==> src/rtl/cordic_pkg.sv <==
// Shared CORDIC definitions: word widths, binary-angle constants and the
// sequencer state encoding used by the vectoring block.
package cordic_pkg;

  localparam int ANGLE_W = 32;
  localparam int INT_W   = 35;

  localparam logic [ANGLE_W-1:0] ANG_PI      = 32'h8000_0000;
  localparam logic [ANGLE_W-1:0] ANG_HALF_PI = 32'h4000_0000;

  typedef enum logic [1:0] {
    ST_IDLE,
    ST_ITER,
    ST_DONE
  } state_t;

endpackage

==> src/rtl/cordic_atan_rom.sv <==
// Arctangent table shared by the CORDIC blocks:
// atan = round(atan(2^-idx) * 2^32 / 2pi) in binary-angle units.
module cordic_atan_rom
  import cordic_pkg::*;
(
  input  logic [4:0]         idx,
  output logic [ANGLE_W-1:0] atan
);

  always_comb begin
    atan = '0;
    case (idx)
      5'd0:  atan = 32'h2000_0000;
      5'd1:  atan = 32'h12E4_051E;
      5'd2:  atan = 32'h09FB_385B;
      5'd3:  atan = 32'h0511_11D4;
      5'd4:  atan = 32'h028B_0D43;
      5'd5:  atan = 32'h0145_D7E1;
      5'd6:  atan = 32'h00A2_F61E;
      5'd7:  atan = 32'h0051_7C55;
      5'd8:  atan = 32'h0028_BE53;
      5'd9:  atan = 32'h0014_5F2F;
      5'd10: atan = 32'h000A_2F98;
      5'd11: atan = 32'h0005_17CC;
      5'd12: atan = 32'h0002_8BE6;
      5'd13: atan = 32'h0001_45F3;
      5'd14: atan = 32'h0000_A2FA;
      5'd15: atan = 32'h0000_517D;
      5'd16: atan = 32'h0000_28BE;
      5'd17: atan = 32'h0000_145F;
      5'd18: atan = 32'h0000_0A30;
      5'd19: atan = 32'h0000_0518;
      5'd20: atan = 32'h0000_028C;
      5'd21: atan = 32'h0000_0146;
      5'd22: atan = 32'h0000_00A3;
      5'd23: atan = 32'h0000_0051;
      5'd24: atan = 32'h0000_0029;
      5'd25: atan = 32'h0000_0014;
      5'd26: atan = 32'h0000_000A;
      5'd27: atan = 32'h0000_0005;
      5'd28: atan = 32'h0000_0003;
      5'd29: atan = 32'h0000_0001;
      5'd30: atan = 32'h0000_0001;
      5'd31: atan = 32'h0000_0000;
      default: atan = '0;
    endcase
  end

endmodule

==> src/rtl/cordic_vector.sv <==
// Iterative vectoring-mode CORDIC: drives y to zero one iteration per clock,
// returning gain-scaled magnitude and binary angle atan2(y0, x0).
module cordic_vector
  import cordic_pkg::*;
#(
  parameter int ITER = 24
) (
  input  logic               clk,
  input  logic               rst_n,
  input  logic               in_valid,
  output logic               in_ready,
  input  logic [31:0]        x0,
  input  logic [31:0]        y0,
  output logic               out_valid,
  input  logic               out_ready,
  output logic [31:0]        mag,
  output logic [ANGLE_W-1:0] angle
);

  localparam logic [4:0] LAST = 5'(ITER - 1);

  state_t                    state_reg, state_next;
  logic signed [INT_W-1:0]   x_reg, y_reg;
  logic signed [INT_W-1:0]   x_ext, y_ext, x_sh, y_sh;
  logic [ANGLE_W-1:0]        z_reg, atan_i;
  logic [4:0]                i_reg;
  logic                      accept;

  cordic_atan_rom u_atan_rom (
    .idx  (i_reg),
    .atan (atan_i)
  );

  assign accept = in_valid && (state_reg == ST_IDLE);
  assign x_ext  = {{(INT_W-32){x0[31]}}, x0};
  assign y_ext  = {{(INT_W-32){y0[31]}}, y0};
  assign x_sh   = x_reg >>> i_reg;
  assign y_sh   = y_reg >>> i_reg;

  always_ff @(posedge clk) begin
    if (!rst_n) state_reg <= ST_IDLE;
    else        state_reg <= state_next;
  end

  always_comb begin
    state_next = state_reg;
    case (state_reg)
      ST_IDLE: if (in_valid)        state_next = ST_ITER;
      ST_ITER: if (i_reg == LAST)   state_next = ST_DONE;
      ST_DONE: if (out_ready)       state_next = ST_IDLE;
      default:                      state_next = ST_IDLE;
    endcase
  end

  // Left-half-plane inputs are pre-rotated by pi so the iterations only
  // ever have to cover +/-90 degrees.
  always_ff @(posedge clk) begin
    if (!rst_n) begin
      x_reg <= '0;
      y_reg <= '0;
      z_reg <= '0;
      i_reg <= '0;
    end else begin
      case (state_reg)
        ST_IDLE: if (accept) begin
          x_reg <= x0[31] ? -x_ext : x_ext;
          y_reg <= x0[31] ? -y_ext : y_ext;
          z_reg <= x0[31] ? ANG_PI : '0;
          i_reg <= '0;
        end
        ST_ITER: begin
          if (!y_reg[INT_W-1]) begin
            x_reg <= x_reg + y_sh;
            y_reg <= y_reg - x_sh;
            z_reg <= z_reg + atan_i;
          end else begin
            x_reg <= x_reg - y_sh;
            y_reg <= y_reg + x_sh;
            z_reg <= z_reg - atan_i;
          end
          i_reg <= i_reg + 5'd1;
        end
        default: ;
      endcase
    end
  end

  always_comb begin
    in_ready  = (state_reg == ST_IDLE);
    out_valid = (state_reg == ST_DONE);
    angle     = z_reg;
    if (x_reg[INT_W-1])
      mag = '0;
    else if (|x_reg[INT_W-2:32])
      mag = '1;
    else
      mag = x_reg[31:0];
  end

endmodule

==> config.mk <==
export PLATFORM = sky130hd
export DESIGN_NAME = cordic_vector
export DESIGN_NICKNAME = d
export VERILOG_FILES = /design/src/rtl/cordic_pkg.sv /design/src/rtl/cordic_atan_rom.sv /design/src/rtl/cordic_vector.sv
export SDC_FILE = /design/constraint.sdc
export NUM_CORES = 1
export LEC_CHECK = 0
export BUFFER_PORTS_ARGS = -buffer_cell sky130_fd_sc_hd__buf_4
export CAP_MARGIN = 15
export CORE_ASPECT_RATIO = 0.75
export CORE_UTILIZATION = 40
export DETAILED_ROUTE_END_ITERATION = 6
export HOLD_SLACK_MARGIN = 0.02
export PLACE_DENSITY = 0.57
export SYNTH_ARGS = -nofsm -noshare
export SYNTH_HDL_FRONTEND = slang
export SYNTH_SLANG_ARGS = --single-unit
==> constraint.sdc <==
create_clock -name clk -period 6.4 [get_ports clk]
set_clock_uncertainty 0.2 [all_clocks]
set_input_delay 0.64 -clock clk [delete_from_list [all_inputs] [get_ports clk]]
set_output_delay 0.64 -clock clk [all_outputs]
set_load 0.01 [all_outputs]
# After elaboration in Yosys (flattened, before gate mapping)
# Memory sizes are Yosys's and may differ from the RTL's. A register that Yosys moved wholly into a read port is not among the register bits.
# Index checks and enable logic that the tools add are counted.
[classes]
n_shift = 2
n_reduce_logical = 6
mux = 22
eq_ne = 7
n_addsub = 9
[ops]
columns = ["operator", "count"]
rows = [
  ["$mux 35", 6],
  ["$mux 32", 5],
  ["$pmux 35 s2", 2],
  ["$add 35x35->35", 2],
  ["$neg 32->35", 2],
  ["$sshr 35x5->35", 2],
  ["$sub 35x35->35", 2],
  ["$pmux 32 s2", 1],
  ["$add 32x32->32", 1],
  ["$sub 32x32->32", 1],
  ["$mux 5", 3],
  ["$pmux 5 s2", 1],
  ["$mux 2", 3],
  ["$pmux 2 s3", 1],
  ["$add 5x1->5 const B", 1],
  ["$eq 5x5->1 const B", 1],
  ["$ne 2x1->1 const B", 2],
  ["$ne 2x2->1 const B", 2],
  ["$reduce_and 3->1", 1],
  ["$eq 2x1->1 const B", 1],
  ["$eq 2x2->1 const B", 1],
  ["$logic_not 2->1", 1],
  ["$reduce_and 2->1", 1],
  ["$reduce_bool 2->1", 1],
  ["other kinds (2)", 2],
]
[totals]
romBits = 960
word_cells = 52
n_memories = 1
in_bits = 68
output_inout_bits = 66
register_bits = 109
[memory_table]
columns = ["name", "depth", "word_bits", "read_ports", "rd_ports_with_merged_regs", "write_ports", "line", "rtl"]
rows = [
  ["(no name shown)", 32, 30, 1, 1, 0, "cordic_atan_rom.sv:12", "case (idx)"],
]

# Logic depth before layout (Yosys ltp)
# Gate-level depths: netlist (run 1).
[depth]
ltp_word = 6
depth_mapped = 33
ltp_nobuf = 26

# Cells and area by module
# From an unflattened synthesis (run 1), not the netlist that was laid out.
[unflattened]
cells_unflattened = 2477
area_unflattened_um2 = 19002.0
[by_module_without_submodules]
columns = ["mod", "cells_per_inst", "n_inst", "seq_area_each_um2", "area_each_um2"]
rows = [
  ["cordic_vector", 2315, 1, 2182.1, 18024.8],
  ["cordic_atan_rom", 162, 1, 0.0, 977.2],
]

# Least setup slack after synthesis (run 1)
# Ideal clock, no wire load.
[synth_timing]
path_type = "register -> register"
startpoint = "register i_reg[4]"
endpoint = "register y_reg[34]"
synth_period_minus_slack_ns = 6.900
setup_slack_ns = -0.500
setup_ns = 0.133
arrival_time_ns = 6.567
required_ns = 6.067
stages_incl_launch_ff = 30
n_path_buf = 9
cell_sequence = "dfxtp_1 clkbuf_1 clkbuf_1 clkbuf_1 buf_1 buf_1 clkbuf_1 clkbuf_1 clkbuf_1 nor2_1 nor2_1 ha_1 a21boi_0 o211a_1 nor4b_2 and2_0 clkbuf_1 nor2b_1 o22a_1 o31ai_1 ha_1 a21oi_1 o21ai_0 o21a_1 a311oi_1 o21ai_0 o41ai_1 o21ai_0 xnor2_1 o32ai_1"
[synth_via]
elab_chain_len = 4
word_cells_on_any_way = 5
cone_classes = "add/sub: 2; shift: 1; mux: 2"
[synth_rtl]
columns = ["item", "line", "rtl"]
rows = [
  ["start, declared", "cordic_vector.sv:26", "logic [4:0] i_reg;"],
  ["start signal, assigned", "cordic_vector.sv:81", "i_reg <= i_reg + 5'd1;"],
  ["$sshr 35x5->35 (*)", "cordic_vector.sv:37", "assign x_sh = x_reg >>> i_reg;"],
  ["$sub 35x35->35 or $add 35x35->35 (tied branches)", "cordic_vector.sv:74, cordic_vector.sv:78", ""],
  ["$mux 35 (*)", "cordic_vector.sv:72", "if (!y_reg[INT_W-1]) begin"],
  ["$pmux 35 s2 (*)", "cordic_vector.sv:64", "case (state_reg)"],
  ["end signal, assigned", "cordic_vector.sv:67", "y_reg <= x0[31] ? -y_ext : y_ext;"],
  ["end signal, assigned", "cordic_vector.sv:74", "y_reg <= y_reg - x_sh;"],
  ["end signal, assigned", "cordic_vector.sv:78", "y_reg <= y_reg + x_sh;"],
  ["end, declared", "cordic_vector.sv:23", "logic signed [INT_W-1:0] x_reg, y_reg;"],
]
# Every way passes the cells marked *; elsewhere a longest branch is shown, timed or not.
# A chain may end at the register's enable or synchronous reset.

# Worst setup path in the final report (run 1)
[layout_timing]
startpoint = "register i_reg[0]"
endpoint = "register y_reg[34]"
# Same word-level chain as after synthesis.

==> summary.md, run 1 <==
| Metric | Value |
|---|---|
| Sw Share | 48.69% |
| Inserted Clock Buffers | 17 |
| Worst path slowest cell | nor2_1 |
| Status | finished, violations left |
| First-pass GRT wire length | 137.4 mm |
| Total Die Area | 50460 µm² |
| Clk slew on worst S/H paths | 0.07 ns |
| Sequential area share after synthesis | 14.04% |
| Root buf cell | clkbuf_16 |
| Switching pwr | 0.004257 W |
| Worst skew pair latency | 0.48 ns |
| Syn Std Cell Area | 19820 µm² |
| Core area | 48780 µm² |
| RSZ-0062 raised after global routing | yes |
| Vias in the first global route | 20900 |
| Largest net degree at the start of global routing | 109 |
| VDD IR max | 0.2188 mV |
| Commonest non-fill, non-tap cell in the layout | buf_4 |
| # clock sinks | 139 |
| Share of cells above drive strength 1 | 24.30% |
| Largest stage delay, worst path | 0.65 ns |
| GPL Wtd Cong | 0.9888 |
| Area grow syn2layout | 22.97% |
| CP Data Arrival Time | 6.56 ns |
| Hold path startpoint | angle[8] |
| Worst path most repeated cell | buf_4 |
| Endpoint class of the critical path | register |
| TritonRoute pass-1 iters | 6 |
| Initial antenna violation count | 3 |
| WL per Instance | 25.97 µm |
| Fillers | 4816 |
| Crit path max-delay family | compound AO/OA/AOI/OAI gates |
| Worst Setup Start Kind | register |
| H-tree levels | 4 |
| #FFs+latches synth | 139 |
| Int Pwr | 0.004486 W |
| GRT Util Overall | 36.36% |
| Endpoints failing hold | 0 |
| Slew Limit Fails | 0 |
| Pwr Total | 0.008743 W |
| ANT nets after route | 0 |
| Synth Instances | 2597 |
| Mean area per synthesized cell | 7.633 µm² |
| Number of max-cap violations | 0 |
| Starting Density | 40.63% |
| Synth Warn # | 0 |
| Most frequent cells in the layout | buf_4 (470), nor2_1 (361), a21oi_1 (224) |
| Clk buf depth | 2 |
| Ys async rst share | 0% |
| Clock Power Share | 12.1% |
| Post-synth EDFFs | 0 |
| Tcrit/Tclk final | 100.5% |
| Fin area | 24380 µm² |
| Worst-Margin Slew | 1.240 ns |
| Final Core Density | 49.97% |
| Synthesized Nets | 2780 |
| Origin of the worst setup path | i_reg[0] |
| Final hold slack | 0.2826 ns |
| HPWL after DPL | 72.52 mm |
| Top-level I/O count | 134 |
| Buffers on Ports | 133 |
| Rel. slew slack | 17.35% |
| DIE WIDTH | 259.1 µm |
| DRT iter0 DRCs | 2611 |
| Total number of vias | 22696 |
| Final-stage net count | 3112 |
| Flop pwr share | 15.4% |
| Count of cell types in the netlist | 93 |
| CTS tree | yes |
| Crit path required time | 6.52 ns |
| Post-route minimum period | 6.433 ns |
| WL final | 93.27 mm |
| Hold/Removal Path Class | reg2reg |
| Failing checks | negative setup slack |
| Crit Path Max Fanout | 10 |
| FMAX | 0.1554 GHz |
| Worst path bufs/invs | 4 |
| Launch point of the worst reg-to-reg path | i_reg[0] |
| Power share of the combinational group | 72.4% |
| Leak pwr | 10.42 nW |
| Crit path setup slack, layout | -0.03304 ns |
| Setup WS pre-CTS | -0.1291 ns |
| # rows | 70 |
| Area after DPL | 23520 µm² |
| Global route overflow | 0 |
| Final setup fails | 1 |
| Top FF cell, synth | dfxtp_1 |
| Pwr dens | 358.7 nW/µm² |
| DRC | 0 |
| Critical path class | reg2reg |
| Vias per cell | 6.320 |
| DIE HEIGHT | 194.8 µm |
==> stage by stage <==
step,cells,TNS [ns]
after global placement,3544,-0.03474
after CTS,3584,0
after floorplan,2597,0
after global routing,3590,-0.1015
after detailed placement,3544,-0.1546
final,3591,-0.03304
==> final cells by class <==
| type | instances | area [µm²] | area share, % |
|---|---|---|---|
| flip-flops and latches | 139 | 2801 | 11.49 |
| well taps | 648 | 810.8 | 3.326 |
| diodes | 1 | 2.502 | 0.01027 |
| multi-input cells | 2235 | 16160 | 66.28 |
| clock inverters | 12 | 123.9 | 0.5082 |
| repair buffers | 485 | 3822 | 15.68 |
| clock buffers | 20 | 466.7 | 1.915 |
| inverters | 51 | 191.4 | 0.7853 |
==> worst paths after layout <==
| kind | to | slack (ns) | depth (start not counted) |
|---|---|---|---|
| max reg2reg | y_reg[34] | -0.03 | 25 |
| min reg2reg | angle[8] | 0.28 | 2 |
| min | angle[8] | 0.28 | 2 |
| max | y_reg[34] | -0.03 | 25 |
==> synthesized netlist by cell type (48+ instances only) <==
| master | number | area [µm²] |
|---|---|---|
| mux2i_1 | 63 | 630.6 |
| nor3_1 | 51 | 255.2 |
| ha_1 | 112 | 1401 |
| clkbuf_1 | 108 | 405.4 |
| xnor2_1 | 122 | 1069 |
| a21oi_1 | 224 | 1121 |
| nor2_1 | 364 | 1366 |
| mux2_2 | 61 | 686.9 |
| o21ai_0 | 138 | 690.7 |
| dfxtp_1 | 139 | 2783 |
| a211oi_1 | 58 | 435.4 |
| inv_1 | 48 | 180.2 |
| xor2_1 | 92 | 805.8 |
| nand2_1 | 203 | 762.0 |
| a21o_1 | 50 | 375.4 |
| mux4_2 | 67 | 1509 |
==> kinds of logic after synthesis <==
kind of cell             share of synthesized area (%)
AND/OR/NAND/NOR                                  20.91
AO/OA/AOI/OAI                                    27.43
flip-flops                                       14.04
buffers and inverters                            5.132
multiplexers                                     15.66
adder cells (fa/ha/maj)                          7.372
XOR/XNOR                                         9.455
==> power groups by stage <==
stage          sequential [W]  combinational [W]  clock (W)
2_1_floorplan         0.00119            0.00375          0
3_3_place_gp          0.00135            0.00597          0
3_5_place_dp          0.00135            0.00605          0
4_1_cts               0.00133            0.00611    0.00107
5_1_grt               0.00135            0.00680    0.00111
6_report              0.00135            0.00633    0.00106
==> layer usage <==
| metal | global-route usage (%) | part of all wire (%) | up-vias |
|---|---|---|---|
| met2 | 48.42 | 39 | 1225 |
| met3 | 10.17 | 12 | 50 |
| met4 | 5.019 | 0.87 | 0 |
| met5 | 0 | 0 | - |
| li1 | - | - | 10400 |
| met1 | 57.32 | 48 | 11021 |
==> what timing repair did <==
item / in CTS / in global routing
setup buffers: 8 / 6
hold buffers: 0 / 0
resized for setup: 2 / 18
setup endpoints to repair: 3 / 12
pin swaps: 0 / 2
==> tightest hold or removal path: stages (launching register included) <==
cell	delay [ns]
dfxtp_1	0.33
nand2_1	0.06
a21oi_1	0.05
Note: power is estimated with default switching activity, not from simulation.
==> inputs of run 2 (changes only) <==
--- a/config.mk
+++ b/config.mk
@@ -7,7 +7,7 @@
 export LEC_CHECK = 0
 export BUFFER_PORTS_ARGS = -buffer_cell sky130_fd_sc_hd__buf_4
 export CAP_MARGIN = 15
-export CORE_ASPECT_RATIO = 0.75
+export CORE_ASPECT_RATIO = 1.1
 export CORE_UTILIZATION = 40
 export DETAILED_ROUTE_END_ITERATION = 6
 export HOLD_SLACK_MARGIN = 0.02
@@ -15,3 +15,4 @@
 export SYNTH_ARGS = -nofsm -noshare
 export SYNTH_HDL_FRONTEND = slang
 export SYNTH_SLANG_ARGS = --single-unit
+export TNS_END_PERCENT = 10
==> run 2 against run 1 <==
The flow now finishes without violations. Register-to-register slack gained 0.17 ns. Clock power up 5%. First-iteration DRC count shrank 31%. Sequential power decreased by 3%. Critical path depth unchanged. Clock-buffer cell count fell by 3. Final area increased by 0.66%. Combinational power is 2% lower. Fmax up 2.7%.
==> summary.md, run 2 (synthesized netlist as in run 1, its figures left out) <==
| Metric | Value |
|---|---|
| Post-route minimum period | 6.264 ns |
| Vias per cell | 6.181 |
| CP Data Arrival Time | 6.43 ns |
| FMAX | 0.1596 GHz |
| Largest stage delay, worst path | 0.57 ns |
| Commonest non-fill, non-tap cell in the layout | buf_4 |
| Initial antenna violation count | 1 |
| Largest net degree at the start of global routing | 109 |
| Top-level I/O count | 134 |
| Setup TNS Final | 0 ns |
| DRT iter0 DRCs | 1812 |
| HPWL after DPL | 72.87 mm |
| Most frequent cells in the layout | buf_4 (476), nor2_1 (362), a21oi_1 (223) |
| Endpoints failing hold | 0 |
| WHS Endpoint | state_reg[1] |
| Endpoint class of the critical path | register |
| Pwr dens | 351.0 nW/µm² |
| Reg2Reg Depth | 25 |
| DIE HEIGHT | 235.5 µm |
| Hold/Removal Path Class | in2reg |
| ANT nets after route | 0 |
| GRT Util Overall | 36.56% |
| Clk buf depth | 2 |
| TritonRoute pass-1 iters | 5 |
| Inserted Clock Buffers | 17 |
| Crit Path Max Fanout | 20 |
| Final setup fails | 0 |
| Worst Setup Start Kind | register |
| Flop2flop setup slack | 0.14 ns |
| Starting Density | 40.52% |
| Status | complete, no violations |
| Hold path startpoint | out_ready |
| Share of cells above drive strength 1 | 24.75% |
| Pwr Total | 0.008612 W |
| WL final | 92.94 mm |
| WL per Instance | 25.80 µm |
| Worst path most repeated cell | buf_4 |
| H-tree levels | 4 |
| GPL Wtd Cong | 1.022 |
| CTS hold repair buffers | 0 |
| Critical path class | reg2reg |
| Buffers on Ports | 133 |
| Slew Limit Fails | 0 |
| # clock sinks | 139 |
| Leak pwr | 10.46 nW |
| Tcrit/Tclk final | 97.88% |
| RSZ-0062 raised after global routing | yes |
| Total Die Area | 50450 µm² |
| DRC | 0 |
| Global route overflow | 0 |
| DIE WIDTH | 214.3 µm |
| Hold path depth | 3 |
| VDD IR max | 0.2292 mV |
| Total number of vias | 22265 |
| Worst-Margin Slew | 1.013 ns |
| Worst path slowest cell | a21oi_1 |
| Root buf cell | clkbuf_16 |
| Worst skew pair latency | 0.51 ns |
| Worst R2R End | y_reg[34] |
| Crit path required time | 6.56 ns |
| Launch point of the worst reg-to-reg path | i_reg[1] |
| Core area | 48920 µm² |
| Clk slew on worst S/H paths | 0.07 ns |
| # rows | 85 |
| Number of max-cap violations | 0 |
| CTS tree | yes |
| Area grow syn2layout | 23.78% |
| Rel. slew slack | 30.69% |
| Final-stage net count | 3120 |
| First-pass GRT wire length | 138.6 mm |
| Vias in the first global route | 21946 |
## run 2: cell count changes in the layout (fill, tap and decap cells not counted), moves of 3 or more
cell,change
a221oi_1,-3
buf_4,+6
inv_6,-3
clkbuf_8,-3
buf_12,+3
## run 2: layer usage
| metal | wire length, µm | vias to the layer above | share of wire (%) | track usage [%] |
|---|---|---|---|---|
| met4 | 6439 | 0 | 6.9 | 23.16 |
| li1 | - | 10422 | - | - |
| met3 | 4820 | 214 | 5.2 | 5.556 |
| met1 | 36320 | 10825 | 39 | 41.92 |
| met2 | 45360 | 804 | 49 | 63.46 |
| met5 | 0 | - | 0 | 0 |
## run 2: critical path: cells and delay by family (launching register included)
family / cells / cell delay [ns]
AND/OR/NAND/NOR: 4 / 0.66
adder cells (fa/ha/maj): 1 / 0.33
XOR/XNOR: 2 / 0.38
flip-flops: 1 / 0.37
multiplexers: 2 / 0.86
AO/OA/AOI/OAI: 10 / 2.24
buffers and inverters: 6 / 1.07
## run 2: worst max-delay path by stage
| stage | start | endpoint | slack, ns | cells past startpoint |
|---|---|---|---|---|
| after floorplan | i_reg[4] | y_reg[34] | 0.04 | 29 |
| after global placement | i_reg[1] | y_reg[34] | -0.11 | 25 |
| after detailed placement | i_reg[1] | y_reg[34] | -0.18 | 25 |
| after CTS | i_reg[0] | x_reg[32] | 0.03 | 25 |
| after global routing | i_reg[1] | x_reg[32] | -0.05 | 26 |
| final | i_reg[1] | y_reg[34] | 0.14 | 25 |
## run 2: layout make-up
class / count / area, µm²
antenna: 1 / 2.502
clock buffer: 17 / 425.4
clock inverter: 14 / 185.2
fill: 4893 / 24390
inverter: 51 / 191.4
multi-input combinational: 2235 / 16220
sequential: 139 / 2801
tap: 652 / 815.8
timing repair buffer: 493 / 3892
## run 2: timing repair
| item | 4_1_cts | 5_1_grt |
|---|---|---|
| pin swaps | 0 | 6 |
| buffers inserted | 0 | 7 |
| endpoints found under the setup margin | 4 | 18 |
| resized for setup | 5 | 27 |
## run 2: per-stage QoR
stage          setup WS [ns]  utilization [%]  std cells  area (µm²)  hold WS [ns]
3_5_place_dp         -0.1844            48.31       3561       23640        0.2766
6_report              0.1360            50.15       3602       24540        0.2663
2_1_floorplan        0.03515                -       2597       19840        0.2904
5_1_grt             -0.05470            50.15       3601       24530        0.2585
3_3_place_gp         -0.1132            48.31       3561       23640        0.2663
4_1_cts              0.03381            49.62       3592       24270        0.2468
## run 2: power breakdown
| part | internal [W] | switching [W] | total, W |
|---|---|---|---|
| Sequential | 0.00101 | 0.000300 | 0.00131 |
| Clock | 0.000619 | 0.000493 | 0.00111 |
| Combinational | 0.00292 | 0.00328 | 0.00619 |
